### config.mk
export PLATFORM = sky130hd
export DESIGN_NAME = if_fetch
export DESIGN_NICKNAME = d
export VERILOG_FILES = /design/src/rtl/if_fetch.sv
export SDC_FILE = /design/constraint.sdc
export NUM_CORES = 1
export LEC_CHECK = 0
export ABC_AREA = 1
export BUFFER_PORTS_ARGS = -buffer_cell sky130_fd_sc_hd__buf_4
export CAP_MARGIN = 20
export CORE_AREA = 3 3 107 109
export CTS_BUF_LIST = sky130_fd_sc_hd__clkbuf_4 sky130_fd_sc_hd__clkbuf_8
export CTS_CLUSTER_DIAMETER = 200
export CTS_CLUSTER_SIZE = 25
export DETAILED_ROUTE_END_ITERATION = 8
export DIE_AREA = 0 0 110 112
export PLACE_DENSITY = 0.53
export SETUP_SLACK_MARGIN = 0.05
export SYNTH_ARGS = -nofsm -noshare
export SYNTH_HDL_FRONTEND = slang
export SYNTH_SLANG_ARGS = --single-unit
export TNS_END_PERCENT = 30
### constraint.sdc
create_clock -name clk -period 2.5 [get_ports clk]
set_input_delay 0.125 -clock clk [delete_from_list [all_inputs] [get_ports clk]]
set_output_delay 0.125 -clock clk [all_outputs]
set_load 0.05 [all_outputs]
### src/rtl/if_fetch.sv
// Instruction-fetch stage: owns the PC, handshakes with instruction memory and
// loads the IF/ID register, with a one-entry hold buffer and one branch delay slot.
module if_fetch #(
    parameter logic [15:0] RESET_PC = 16'h0000,
    parameter logic [15:0] NOP_INST = 16'h0800
) (
    input  logic        clk,
    input  logic        rst,
    input  logic        stall_i,
    input  logic        branch_flag_i,
    input  logic [15:0] branch_addr_i,
    output logic        imem_req_o,
    output logic [15:0] imem_addr_o,
    input  logic        imem_ack_i,
    input  logic [15:0] imem_rdata_i,
    output logic [15:0] inst_o,
    output logic [15:0] pc_o,
    output logic        inst_valid_o,
    output logic        stall_req_o
);

    typedef enum logic {
        FETCH = 1'b0,
        HOLD  = 1'b1
    } state_e;

    state_e      state_q, state_d;
    logic [15:0] pc_q, pc_d;
    logic [15:0] buf_inst_q, buf_inst_d;
    logic        redir_pend_q, redir_pend_d;
    logic [15:0] redir_addr_q, redir_addr_d;
    logic [15:0] inst_q, inst_d;
    logic [15:0] pc_out_q, pc_out_d;
    logic        valid_q, valid_d;

    logic        branch_taken;
    logic [15:0] pc_inc;
    logic [15:0] next_pc;

    // A branch only counts when decode holds a real instruction and is not frozen.
    assign branch_taken = branch_flag_i && valid_q && !stall_i;
    assign pc_inc       = pc_q + 16'd1;
    assign next_pc      = branch_taken ? branch_addr_i :
                          redir_pend_q ? redir_addr_q  : pc_inc;

    always_ff @(posedge clk) begin
        if (rst) begin
            state_q      <= FETCH;
            pc_q         <= RESET_PC;
            buf_inst_q   <= NOP_INST;
            redir_pend_q <= 1'b0;
            redir_addr_q <= 16'h0000;
            inst_q       <= NOP_INST;
            pc_out_q     <= 16'h0000;
            valid_q      <= 1'b0;
        end else begin
            state_q      <= state_d;
            pc_q         <= pc_d;
            buf_inst_q   <= buf_inst_d;
            redir_pend_q <= redir_pend_d;
            redir_addr_q <= redir_addr_d;
            inst_q       <= inst_d;
            pc_out_q     <= pc_out_d;
            valid_q      <= valid_d;
        end
    end

    always_comb begin
        state_d      = state_q;
        pc_d         = pc_q;
        buf_inst_d   = buf_inst_q;
        redir_pend_d = redir_pend_q;
        redir_addr_d = redir_addr_q;
        inst_d       = inst_q;
        pc_out_d     = pc_out_q;
        valid_d      = valid_q;

        case (state_q)
            FETCH: begin
                if (imem_ack_i && !stall_i) begin
                    inst_d       = imem_rdata_i;
                    pc_out_d     = pc_inc;
                    valid_d      = 1'b1;
                    pc_d         = next_pc;
                    redir_pend_d = 1'b0;
                end else if (imem_ack_i) begin
                    buf_inst_d = imem_rdata_i;
                    state_d    = HOLD;
                end else if (!stall_i) begin
                    // Bubble; a branch seen now must wait for the delay slot to arrive.
                    inst_d  = NOP_INST;
                    valid_d = 1'b0;
                    if (branch_taken) begin
                        redir_pend_d = 1'b1;
                        redir_addr_d = branch_addr_i;
                    end
                end
            end
            HOLD: begin
                if (!stall_i) begin
                    inst_d       = buf_inst_q;
                    pc_out_d     = pc_inc;
                    valid_d      = 1'b1;
                    pc_d         = next_pc;
                    redir_pend_d = 1'b0;
                    state_d      = FETCH;
                end
            end
            default: state_d = FETCH;
        endcase
    end

    assign imem_req_o   = (state_q == FETCH) && !rst;
    assign imem_addr_o  = pc_q;
    assign stall_req_o  = (state_q == FETCH) && !imem_ack_i && !rst;
    assign inst_o       = inst_q;
    assign pc_o         = pc_out_q;
    assign inst_valid_o = valid_q;

endmodule

=== After elaboration in Yosys (flattened, before gate mapping) ===
Index checks and enable logic that the tools add are counted.

* Register bits: 83
* Input bits: 37
* Output and inout bits: 51
* Logic and storage cells: 59

* Add/subtract/negate cells: 1
* Equality and inequality tests: 5
* Muxes and demuxes: 27
* Bitwise operators: 4
* Reductions and logical operators: 14

{| class="wikitable"
|+ Operators with widths
! cell !! count
|-
| two-way mux 16 bit || 10
|-
| one-hot mux 16 bit (2 select lines) || 3
|-
| adder 16 x 1 -> 16 bit (second input constant) || 1
|-
| two-way mux 1 bit || 11
|-
| != test 3 bit (second input constant) || 3
|-
| logical AND 1 bit || 6
|-
| one-hot mux 1 bit (2 select lines) || 3
|-
| AND reduction 3 bit || 2
|-
| AND reduction 5 bit || 1
|-
| != test 2 bit (second input constant) || 2
|-
| NOT 1 bit || 4
|-
| AND reduction 4 bit || 1
|-
| zero test 1 bit || 3
|-
| AND reduction 2 bit || 1
|}

=== Longest topological paths before layout ===
* Depth after elaboration: 7
* Depth in mapped cells: 10
* Gate-level depth less buffers: 10

=== Worst setup path before layout ===
OpenSTA, ideal clock, no wires.

* Path kind: register to output
* Start point: register state_q
* End point: output stall_req_o
* Data arrival time: 1736 ps
* Data required time: 2375 ps
* Setup slack: 639 ps
* Cell stages (with the launch flop): 4
* Path buffers: 2
* Cell sequence: dfxtp_1 > buf_4 > clkbuf_1 > nor3_1

* Cells in the longest elaborated chain, start to end: 3

{| class="wikitable"
|+ RTL lines
! element !! RTL line !! source
|-
| start, declared || 27 || <nowiki>state_e state_q, state_d;</nowiki>
|-
| start signal, assigned || 57 || <nowiki>state_q <= state_d;</nowiki>
|-
| NOT 1 bit (no line) || - ||
|-
| logical AND 1 bit (2 in a row) || 115 || <nowiki>assign stall_req_o = (state_q == FETCH) && !imem_ack_i && !rst;</nowiki>
|-
| end, declared || 19 || <nowiki>output logic stall_req_o</nowiki>
|}

Every way passes these cells.

=== Worst setup path after layout ===
* Start point: register state_q
* End point: register pc_q[1] (netlist: imem_addr_o[1])

* Cells in the longest elaborated chain, start to end: 3

{| class="wikitable"
|+ RTL lines
! element !! RTL line !! source
|-
| NOT 1 bit (no line) || - ||
|-
| != test 2 bit (no line) || - ||
|-
| AND reduction 2 bit (no line) || - ||
|-
| end signal, assigned || 58 || <nowiki>pc_q <= pc_d;</nowiki>
|-
| end, declared || 28 || <nowiki>logic [15:0] pc_q, pc_d;</nowiki>
|}

Several ways; a longest one is shown, not always the timed one.
A chain may end at the register's enable or synchronous reset.

==> flow_metrics.tcl <==
set metrics [dict create \
    maxSlewViolCount 0 \
    relSlewSlack 0.476 \
    ys_seq_elements 83 \
    synth_compound_area_frac 0.270 \
    hp-class "in -> reg" \
    rsz0062_at_grt "false" \
    drt_iter0_drc 184 \
    synthSimpleGateAreaFrac 0.168 \
    yosys-top-cells-area "dfxtp_1 45%, a21oi_1 15%, nand2_1 9.5%, o21ai_0 8.3%, inv_1 4.3%" \
    synth.area.mux_share 0 \
    synth_top_area_share 0.450 \
    vias 3592 \
    crit_arrival_ps 2250 \
    ys_types 26 \
    numClockSinks 83 \
    grt_pass1_vias 3415 \
    dp_cells 706 \
    worst-path-max-fanout 43 \
    finalNonFillerCells 722 \
    final_common_cell "a21oi_1" \
    avgViaCountPerCell 4.98 \
    crit_start "state_q" \
    grt_pass1_wl_mm 17.6 \
    dpl_worst_slack_ps 492 \
    drive_above_1_share 0.208 \
    end_kind "flip-flop" \
    wirelength_mm 10.7 \
    grt_max_degree 44 \
    fp.dieW_um 110 \
    r2r_cells 6 \
    cts_root_buffer "clkbuf_8" \
    hold_viol 0 \
    crit_required_ps 2740 \
    synth_cells 504 \
    drc 0 \
    fin_skew_ps 11.9 \
    r2r-end "imem_addr_o[1]" \
    fin_total_pwr_mw 3.05 \
    h-tree-depth 3 \
    mostFrequentLayoutCells "109 x a21oi_1, 93 x nand2_1, 93 x buf_4" \
    firstDrtPassIters 4 \
    synth_top_area_cell "dfxtp_1" \
    power_density_mw_per_mm2 661 \
    ys_warn_count 0 \
    r2r-start "state_q" \
    die_area_mm2 0.0123 \
    coreArea_mm2 0.0107 \
    synth.cell_area_mm2 0.00369 \
    path_class "reg -> reg" \
    fin_ws_ps 494 \
    synth_top_family_by_area "compound AO/OA/AOI/OAI gates" \
    worst_pin_slew_ps 786 \
    routabilityCongestion 0.888 \
    syn_area_per_cell_um2 7.32 \
    finalCriticalPeriod_ps 2010 \
    ir_drop_v 0.000303 \
    nNetsFinal 615 \
    crit_end "imem_addr_o[1]" \
    grt_usage 0.181 \
    drv_cap 0 \
    post_cts_buffers 0 \
    timing.fmax_mhz 498 \
    rows 38 \
    yosysSeqAreaShare 0.450 \
    clockBufferDepth 2 \
    final_util 0.431 \
    fin_tns_setup_ps 0 \
    num_antenna_cells 0 \
    area_growth_pct 25.0 \
    grt-ovfl-total 0 \
    clkLatencyLatePin_ps 350 \
    wl_per_cell_um 14.8 \
    cts-resized-gates 0 \
    cts_hold_buf 0 \
    synth_xor_xnor_area_share 0.0166 \
    setup_viol 0 \
    r2r_setup_slack_ps 490 \
    syn-num-nets 542 \
    outcome "finished, final reports clean" \
    cts_tree "done" \
    dp_hpwl_mm 7.38 \
    leakagePower_nw 1.97 \
    die_h_um 112 \
    cts_made_buffers 9 \
    critPathLaunchType "flip-flop" \
    boundaryPins 88 \
    yosys.area_share.adder 0.00339 \
    ant_nets 0 \
    clkSlewWorstSetupHoldPaths_ps 80 \
    port_buffers 87 \
    antenna_found_initial 0 \
    initial_utilization 0.345 \
    fin_crit_sh 0.803 \
]
==> metal layers <==
layer,track usage,routed length (um),up-vias
met5,0,0,-
met4,0.0532,147,0
met3,0.0290,547,13
met2,0.263,4630,91
met1,0.273,5380,1654
li1,-,-,1834
==> power breakdown <==
group | internal [mW] | switching [mW]
registers | 1.39 | 0.0670
clock network | 0.489 | 0.502
logic | 0.190 | 0.403
total | 2.07 | 0.972
==> kinds of logic (layout without fill, tap and decap cells) <==
family	Yosys count	after routing
simple gates	145	145
buf+inv	80	158
compound gates	188	188
xor+xnor	7	7
flops	83	83
fa+ha+maj	1	1
==> critical path: stages (launching register included) <==
cell      delay [ps]
dfxtp_1          840
inv_2            150
a21oi_4          200
buf_4            400
o211ai_1         150
o211ai_1         100
inv_1             50
==> sequential cells by signal, indices dropped and copies added (netlist names) <==
signal        cells
redir_pend_q      1
redir_addr_q     16
inst_o           16
imem_addr_o      16
pc_o             16
state_q           1
buf_inst_q       16
inst_valid_o      1
==> Yosys cell counts (all sizes together) <==
master / n
buf: 15
nor2: 25
ha: 1
nand4: 3
o211ai: 13
nand3: 21
o221ai: 1
o21bai: 2
xor2: 5
nand2: 93
o21ai: 61
xnor2: 2
dfxtp: 83
inv: 49
clkbuf: 16
nand3b: 2
nor3: 1
a21oi: 110
a211oi: 1
==> stage by stage <==
step	hold slack (ps)	area [um2]
floorplan	198	3690
global placement	367	4410
detailed placement	373	4410
CTS	3.08	4610
global route	16.0	4610
finish	15.1	4610
==> area by class of cell <==
| type | count | area [um2] |
|---|---|---|
| Clock buffer | 10 | 138 |
| Clock inverter | 6 | 63.8 |
| Fill cell | 1140 | 6090 |
| Inverter | 49 | 184 |
| Multi-Input combinational cell | 341 | 1690 |
| Sequential cell | 83 | 1660 |
| Tap cell | 140 | 175 |
| Timing Repair Buffer | 93 | 698 |
==> worst min-delay path by stage <==
stage,slack (ps),from,cells after the start,end
after global placement,370,imem_rdata_i[11],3,buf_inst_q[11]
after floorplan,200,rst,1,state_q
after CTS,3,imem_rdata_i[11],3,buf_inst_q[11]
after global routing,20,imem_rdata_i[9],3,inst_o[9]
after detailed placement,370,imem_rdata_i[11],3,buf_inst_q[11]
final,20,imem_rdata_i[11],3,buf_inst_q[11]
Power figures use the tool's default switching activity.
